$ cat config.mk
export PLATFORM = sky130hd
export DESIGN_NAME = nanomips_run_ctrl
export DESIGN_NICKNAME = d
export VERILOG_FILES = /design/src/rtl/nanomips_run_ctrl_pkg.sv /design/src/rtl/nanomips_run_step_counter.sv /design/src/rtl/nanomips_run_ctrl.sv
export SDC_FILE = /design/constraint.sdc
export NUM_CORES = 1
export LEC_CHECK = 0
export CORE_MARGIN = 2
export CORE_UTILIZATION = 58
export DETAILED_ROUTE_END_ITERATION = 10
export PLACE_DENSITY = 0.82
export REMOVE_ABC_BUFFERS = 1
export SLEW_MARGIN = 20
export SYNTH_ARGS = -nofsm -noshare
export SYNTH_HDL_FRONTEND = slang
export SYNTH_HIERARCHICAL = 1
export SYNTH_SLANG_ARGS = --single-unit
$ cat constraint.sdc
create_clock -name clk -period 13.3 [get_ports clk]
set_input_delay 3.325 -clock clk [delete_from_list [all_inputs] [get_ports clk]]
set_output_delay 3.325 -clock clk [all_outputs]
set_load 0.01 [all_outputs]
$ cat src/rtl/nanomips_run_ctrl_pkg.sv
// Shared encodings for the nanoMIPS run/debug sequencer.
//   CMD_*  : host command opcodes
//   state_t: sequencer states
//   HR_*   : halt reason codes reported on halt_reason
package nanomips_run_ctrl_pkg;

   localparam logic [2:0] CMD_NOP       = 3'd0;
   localparam logic [2:0] CMD_LOAD_ADDR = 3'd1;
   localparam logic [2:0] CMD_LOAD_WORD = 3'd2;
   localparam logic [2:0] CMD_RUN       = 3'd3;
   localparam logic [2:0] CMD_STEP      = 3'd4;
   localparam logic [2:0] CMD_HALT      = 3'd5;
   localparam logic [2:0] CMD_SET_BP    = 3'd6;
   localparam logic [2:0] CMD_RESET_CPU = 3'd7;

   typedef enum logic [2:0] {
      S_RESET = 3'd0,
      S_HALT  = 3'd1,
      S_LOAD  = 3'd2,
      S_RUN   = 3'd3,
      S_STEP  = 3'd4
   } state_t;

   localparam logic [1:0] HR_HOST       = 2'd0;
   localparam logic [1:0] HR_STEP_DONE  = 2'd1;
   localparam logic [1:0] HR_BREAKPOINT = 2'd2;
   localparam logic [1:0] HR_WATCHDOG   = 2'd3;

   // SET_BP with this argument disables the breakpoint instead of arming it.
   localparam logic [31:0] BP_DISABLE = 32'hFFFF_FFFF;

endpackage

$ cat src/rtl/nanomips_run_step_counter.sv
// Step budget down-counter for the run sequencer.
//   clk, rst  : clock, async active-high reset
//   load      : load a new step budget (0 is taken as 1)
//   load_val  : requested number of steps
//   dec       : one step executed
//   last      : the step currently executing is the final one
module nanomips_run_step_counter (
   input  logic        clk,
   input  logic        rst,
   input  logic        load,
   input  logic [31:0] load_val,
   input  logic        dec,
   output logic        last
);

   logic [31:0] remaining;

   always_ff @(posedge clk or posedge rst) begin
      if (rst) begin
         remaining <= '0;
      end else if (load) begin
         remaining <= (load_val == 32'd0) ? 32'd1 : load_val;
      end else if (dec && (remaining != 32'd0)) begin
         remaining <= remaining - 32'd1;
      end
   end

   assign last = (remaining == 32'd1);

endmodule

$ cat src/rtl/nanomips_run_ctrl.sv
// Run/debug sequencer for the single-cycle nanoMIPS CPU (virtual RAM/ROM test build).
// Owns CPU clock-enable and reset, gives the host program-load access to the
// instruction ROM, and runs / steps / halts the CPU on host command or breakpoint.
// Optional watchdog halt is built when RUN_CTRL_WATCHDOG_EN is defined.
//   clk, rst              : clock, async active-high reset
//   host_cmd_valid/ready  : command handshake; host_cmd opcode, host_arg argument
//   cpu_pc                : current CPU PC (byte address)
//   cpu_ce, cpu_rst       : CPU clock enable (combinational) and synchronous reset
//   rom_we/waddr/wdata    : instruction ROM write port
//   halted, halt_reason   : halt status and cause
//   cycle_count           : executed cpu_ce cycles
//
// state   | meaning
// S_RESET | cpu_rst held for RST_CYCLES cycles, commands refused
// S_HALT  | CPU stopped, all commands accepted
// S_LOAD  | one-cycle ROM write of the latched word
// S_RUN   | free run until breakpoint / HALT / RESET_CPU (/ watchdog)
// S_STEP  | run a bounded number of instructions
module nanomips_run_ctrl #(
   parameter int ADDR_W      = 8,
   parameter int RST_CYCLES  = 4,
   parameter int WDOG_CYCLES = 1000000
) (
   input  logic              clk,
   input  logic              rst,
   input  logic              host_cmd_valid,
   input  logic [2:0]        host_cmd,
   input  logic [31:0]       host_arg,
   output logic              host_cmd_ready,
   input  logic [31:0]       cpu_pc,
   output logic              cpu_ce,
   output logic              cpu_rst,
   output logic              rom_we,
   output logic [ADDR_W-1:0] rom_waddr,
   output logic [31:0]       rom_wdata,
   output logic              halted,
   output logic [1:0]        halt_reason,
   output logic [31:0]       cycle_count
);

   import nanomips_run_ctrl_pkg::*;

   state_t            state;
   logic [15:0]       rst_cnt;
   logic [ADDR_W-1:0] load_ptr;
   logic [31:0]       load_data;
   logic              bp_en;
   logic [31:0]       bp_addr;
   logic              first_cycle;
   logic              accept;
   logic              active;
   logic              stop_cmd;
   logic              bp_hit;
   logic              wdog_hit;
   logic              step_load;
   logic              step_last;

   assign host_cmd_ready = (state == S_HALT) || (state == S_RUN) || (state == S_STEP);
   assign accept   = host_cmd_valid && host_cmd_ready;
   assign active   = (state == S_RUN) || (state == S_STEP);
   assign stop_cmd = accept && active &&
                     ((host_cmd == CMD_HALT) || (host_cmd == CMD_RESET_CPU));
   // first_cycle masks the breakpoint so a resume executes the instruction it stopped on.
   assign bp_hit   = active && bp_en && (cpu_pc == bp_addr) && !first_cycle;
   assign cpu_ce   = active && !bp_hit && !wdog_hit && !stop_cmd;

   assign cpu_rst   = (state == S_RESET);
   assign halted    = (state == S_HALT);
   assign rom_we    = (state == S_LOAD);
   assign rom_waddr = load_ptr;
   assign rom_wdata = load_data;

   assign step_load = accept && (state == S_HALT) && (host_cmd == CMD_STEP);

   nanomips_run_step_counter u_step_cnt (
      .clk      (clk),
      .rst      (rst),
      .load     (step_load),
      .load_val (host_arg),
      .dec      (cpu_ce && (state == S_STEP)),
      .last     (step_last)
   );

`ifdef RUN_CTRL_WATCHDOG_EN
   // Budget of RUN cycles left; reaching zero blocks the next cpu_ce.
   logic [31:0] wdog_cnt;

   always_ff @(posedge clk or posedge rst) begin
      if (rst) begin
         wdog_cnt <= 32'(WDOG_CYCLES);
      end else if (accept && (state == S_HALT) && (host_cmd == CMD_RUN)) begin
         wdog_cnt <= 32'(WDOG_CYCLES);
      end else if (cpu_ce && (state == S_RUN) && (wdog_cnt != 32'd0)) begin
         wdog_cnt <= wdog_cnt - 32'd1;
      end
   end

   assign wdog_hit = (state == S_RUN) && (wdog_cnt == 32'd0);
`else
   logic unused_wdog;
   assign unused_wdog = ^WDOG_CYCLES;
   assign wdog_hit    = 1'b0;
`endif

   always_ff @(posedge clk or posedge rst) begin
      if (rst) begin
         state       <= S_RESET;
         rst_cnt     <= 16'(RST_CYCLES - 1);
         load_ptr    <= '0;
         load_data   <= '0;
         bp_en       <= 1'b0;
         bp_addr     <= '0;
         first_cycle <= 1'b0;
         cycle_count <= '0;
         halt_reason <= HR_HOST;
      end else begin
         first_cycle <= 1'b0;
         if (cpu_ce) begin
            cycle_count <= cycle_count + 32'd1;
         end
         case (state)
            S_RESET: begin
               if (rst_cnt == 16'd0) begin
                  state <= S_HALT;
               end else begin
                  rst_cnt <= rst_cnt - 16'd1;
               end
            end
            S_HALT: begin
               if (accept) begin
                  case (host_cmd)
                     CMD_LOAD_ADDR: load_ptr <= host_arg[ADDR_W-1:0];
                     CMD_LOAD_WORD: begin
                        load_data <= host_arg;
                        state     <= S_LOAD;
                     end
                     CMD_SET_BP: begin
                        bp_addr <= host_arg;
                        bp_en   <= (host_arg != BP_DISABLE);
                     end
                     CMD_RUN: begin
                        state       <= S_RUN;
                        first_cycle <= 1'b1;
                     end
                     CMD_STEP: begin
                        state       <= S_STEP;
                        first_cycle <= 1'b1;
                     end
                     CMD_RESET_CPU: begin
                        state       <= S_RESET;
                        rst_cnt     <= 16'(RST_CYCLES - 1);
                        cycle_count <= '0;
                     end
                     default: ;
                  endcase
               end
            end
            S_LOAD: begin
               load_ptr <= load_ptr + ADDR_W'(1);
               state    <= S_HALT;
            end
            S_RUN, S_STEP: begin
               // Priority: RESET_CPU > breakpoint > watchdog > host HALT > step done.
               if (stop_cmd && (host_cmd == CMD_RESET_CPU)) begin
                  state       <= S_RESET;
                  rst_cnt     <= 16'(RST_CYCLES - 1);
                  cycle_count <= '0;
               end else if (bp_hit) begin
                  state       <= S_HALT;
                  halt_reason <= HR_BREAKPOINT;
               end else if (wdog_hit) begin
                  state       <= S_HALT;
                  halt_reason <= HR_WATCHDOG;
               end else if (stop_cmd) begin
                  state       <= S_HALT;
                  halt_reason <= HR_HOST;
               end else if ((state == S_STEP) && cpu_ce && step_last) begin
                  state       <= S_HALT;
                  halt_reason <= HR_STEP_DONE;
               end
            end
            default: state <= S_RESET;
         endcase
      end
   end

endmodule

==> impl_metrics.ini <==
[clock_network]
insertion_delay_ns = 0.44
cts_resized = 0
clk_pin_slew_ns = 0.07
root_buffer = clkbuf_16
cts_tree = yes
clock_path_buffers = 2
numCtsBuffers = 17
htree_levels = 4
cts_setup_buffers = 0
postCtsHoldBufs = 0
cts.sinks = 159

[sta]
fin_crit_ns = 9.438
rsz0062_at_grt = no
relSlewSlack_pct = 30.42
drv_slew = 0
clock.fmax_mhz = 106.0
period_share_pct = 70.96
fin_skew_ns = 0.01057
setup_tns_ns = 0
finalSetupViolCount = 0
max_slew.worst_pin.slew_ns = 1.042
hold_viol_final = 0

[synth]
yosysTopAreaCellShare_pct = 45.10
syn_inst = 865
synth_area_leader_cell = dfrtp_1
ys_warn_count = 6
ys_types = 89
seq_area_frac_synth_pct = 45.70
yosys-top-cells-area = dfrtp_1 (45%), mux2_1 (7.0%), xnor2_1 (3.9%)
ys_ff_latch = 159
synthArstFlopShare_pct = 100.0
synth_flop_cell = dfrtp_1
syn_area_per_cell_sq_um = 10.07
synth_edf_count = 0
synth_commonest_cells = dfrtp_1 (157), nand2_1 (61), nor2_1 (60), mux2_1 (54), a21oi_1 (43)
netlist_area_sq_mm = 0.008712
yosys.cell_count.top_type = dfrtp_1

[placed_design]
gp_congestion = 0.8802
portBuffers = 148
postPlaceCellArea_sq_mm = 0.01025
hpwl_um = 16110
placedCellCount = 1157

[final_layout]
postLayoutCoreUtil_pct = 74.43
n_antenna_cell = 0
synthToLayoutAreaGrowth_pct = 24.63
drive_above_1_share_pct = 8.259
fin_cells = 1189
final_area_sq_mm = 0.01086
final_net_count = 1067

[floorplan]
ios = 149
core_sq_mm = 0.01459
fp.dieH_um = 126.6
die_w_um = 126.6
start_util_pct = 59.72
fp.dieArea_sq_mm = 0.01602
rows = 44

[power_and_ir_drop]
power_frac_comb_pct = 35.0
vdd_drop_max_mv = 0.1290
internal_power_uw = 1260
clkPwrFrac_pct = 24.4
p_total_uw = 1986
leakagePower_uw = 0.004254
p_per_area_mw_per_mm2 = 182.9
switching_share_pct = 36.55
p_sw_uw = 725.9
power.share.sequential_pct = 40.6

[setup_path]
cp_max_fo = 58
critical_path_class = input port to output port
slowest_stage = and4_4
timing.rr.end = u_step_cnt/remaining[30]
end_kind = output port
cpPeakStageDelay_ns = 0.60
cpMostUsedCell = clkdlybuf4s50_1
worstPathRequired_ns = 9.97
r2r_cells = 9
reg2reg_from = state[0]
rrSetupSlack_ns = 10.13
crit_path_start_kind = input port
crit_chain = clkdlybuf4s50_1 > xor2_1 > nor4_1 > o2111a_1 > and4_4 > nor2_1 > clkdlybuf4s50_1
worstPathArrival_ns = 6.11

[drt]
drt_iter0_drc = 888
drc = 0
drtPass1Iterations = 6
ant_nets = 0
wl_per_cell_um = 19.72
vias_per_cell = 6.461
routed_wirelength_um = 23450
vias = 7682

[global_routing]
grt_pass1_wl_um = 37950
grt_pass1_vias = 7176
grt_overflow = 0
track_usage_pct = 29.95
grt_antenna_before_repair = 0
grt_max_degree = 81

[min_path]
min_from = rst_cnt[14]
hold-path-endpoint = rst_cnt[14]
hold_class = flop to flop
hold_path_depth = 1

[flow_run]
timing.max_cap.violations = 0

[run_status]
status = finished, final reports clean
[power groups by stage]
stage / Combinational [uW] / Sequential (uW) / Clock, uW
3_5_place_dp: 687 / 810 / 0
3_3_place_gp: 668 / 801 / 0
6_report: 696 / 806 / 485
2_1_floorplan: 395 / 807 / 0
4_1_cts: 692 / 803 / 490
5_1_grt: 759 / 828 / 513
[routing by layer]
metal / GRT usage, % / part of all wire, %
met3: 7.043 / 8.5
met2: 46.27 / 47
met1: 42.56 / 43
met4: 8.856 / 1.9
met5: 0 / 0
[logic make-up (layout without fill, tap and decap cells)]
kind of cell               count (synthesis)  count (layout)  share of synthesized area, %
and+or+nand+nor                          334             334                         21.43
AOI/OAI and AO/OA                        182             182                         14.58
DFF                                      159             159                         45.70
muxes                                     75              75                         9.551
buffers and inverters                     64             204                         3.404
xor gates and xnor gates                  46              46                         4.624
adders and majority gates                  5               5                        0.7181
[worst max path at each step]
stage	start	to	slack, ns	cells past startpoint
2_1_floorplan	cpu_pc[27]	cpu_ce	5.36	5
3_3_place_gp	cpu_pc[27]	cpu_ce	3.87	7
3_5_place_dp	cpu_pc[17]	cpu_ce	3.84	7
4_1_cts	cpu_pc[17]	cpu_ce	3.82	7
5_1_grt	cpu_pc[17]	cpu_ce	3.74	7
6_report	cpu_pc[17]	cpu_ce	3.86	7
[final cells by class]
class	count	area, sq um
multi-input combinational	642	4461
sequential	159	3981
fill	988	3731
timing repair buffer	152	1511
clock buffer	17	425.4
tap	184	230.2
clock inverter	15	168.9
inverter	20	80.08
[layout by cell type, fill, tap and decap left out, types with 5 or more instances in the layout]
cell | synthesis | routed
nor3_1 | 24 | 24
inv_6 | 0 | 6
nand2_1 | 61 | 61
o21ai_0 | 35 | 35
a221o_1 | 8 | 8
ha_1 | 5 | 5
inv_1 | 19 | 18
or3_1 | 7 | 7
mux2_1 | 54 | 54
nand2b_1 | 6 | 6
nor4_1 | 24 | 24
xor2_1 | 7 | 7
o31ai_1 | 24 | 24
dfrtp_1 | 157 | 157
clkdlybuf4s50_1 | 0 | 148
xnor2_1 | 39 | 39
o21ai_1 | 8 | 8
and4_1 | 5 | 5
or4_1 | 25 | 25
and3_1 | 12 | 12
mux2i_1 | 10 | 10
a21oi_1 | 43 | 43
a31oi_1 | 11 | 11
clkbuf_16 | 0 | 17
nand3_1 | 34 | 34
nor2_1 | 60 | 58
nand4_1 | 36 | 36
mux2_2 | 11 | 11
[stage by stage]
stage,hold WS [ns],worst slack [ns]
6_report,0.4739,3.862
5_1_grt,0.5001,3.740
4_1_cts,0.4779,3.825
3_5_place_dp,0.4604,3.836
3_3_place_gp,0.4590,3.873
2_1_floorplan,0.4364,5.360
[registers in the layout (all words and copies together) (netlist names), 2 cells and up]
register              cells
cycle_count              32
halt_reason               2
rom_waddr                 8
rst_cnt                  16
rom_wdata                32
state                     3
bp_addr                  32
u_step_cnt/remaining     32
[worst max-delay path, delay by kind of cell]
| kind | cells | cell delay, ns |
|---|---|---|
| and+or+nand+nor | 3 | 1.34 |
| AOI/OAI and AO/OA | 1 | 0.29 |
| xor gates and xnor gates | 1 | 0.15 |
| buffers and inverters | 2 | 0.99 |
Note: power is estimated with default switching activity, not from simulation.
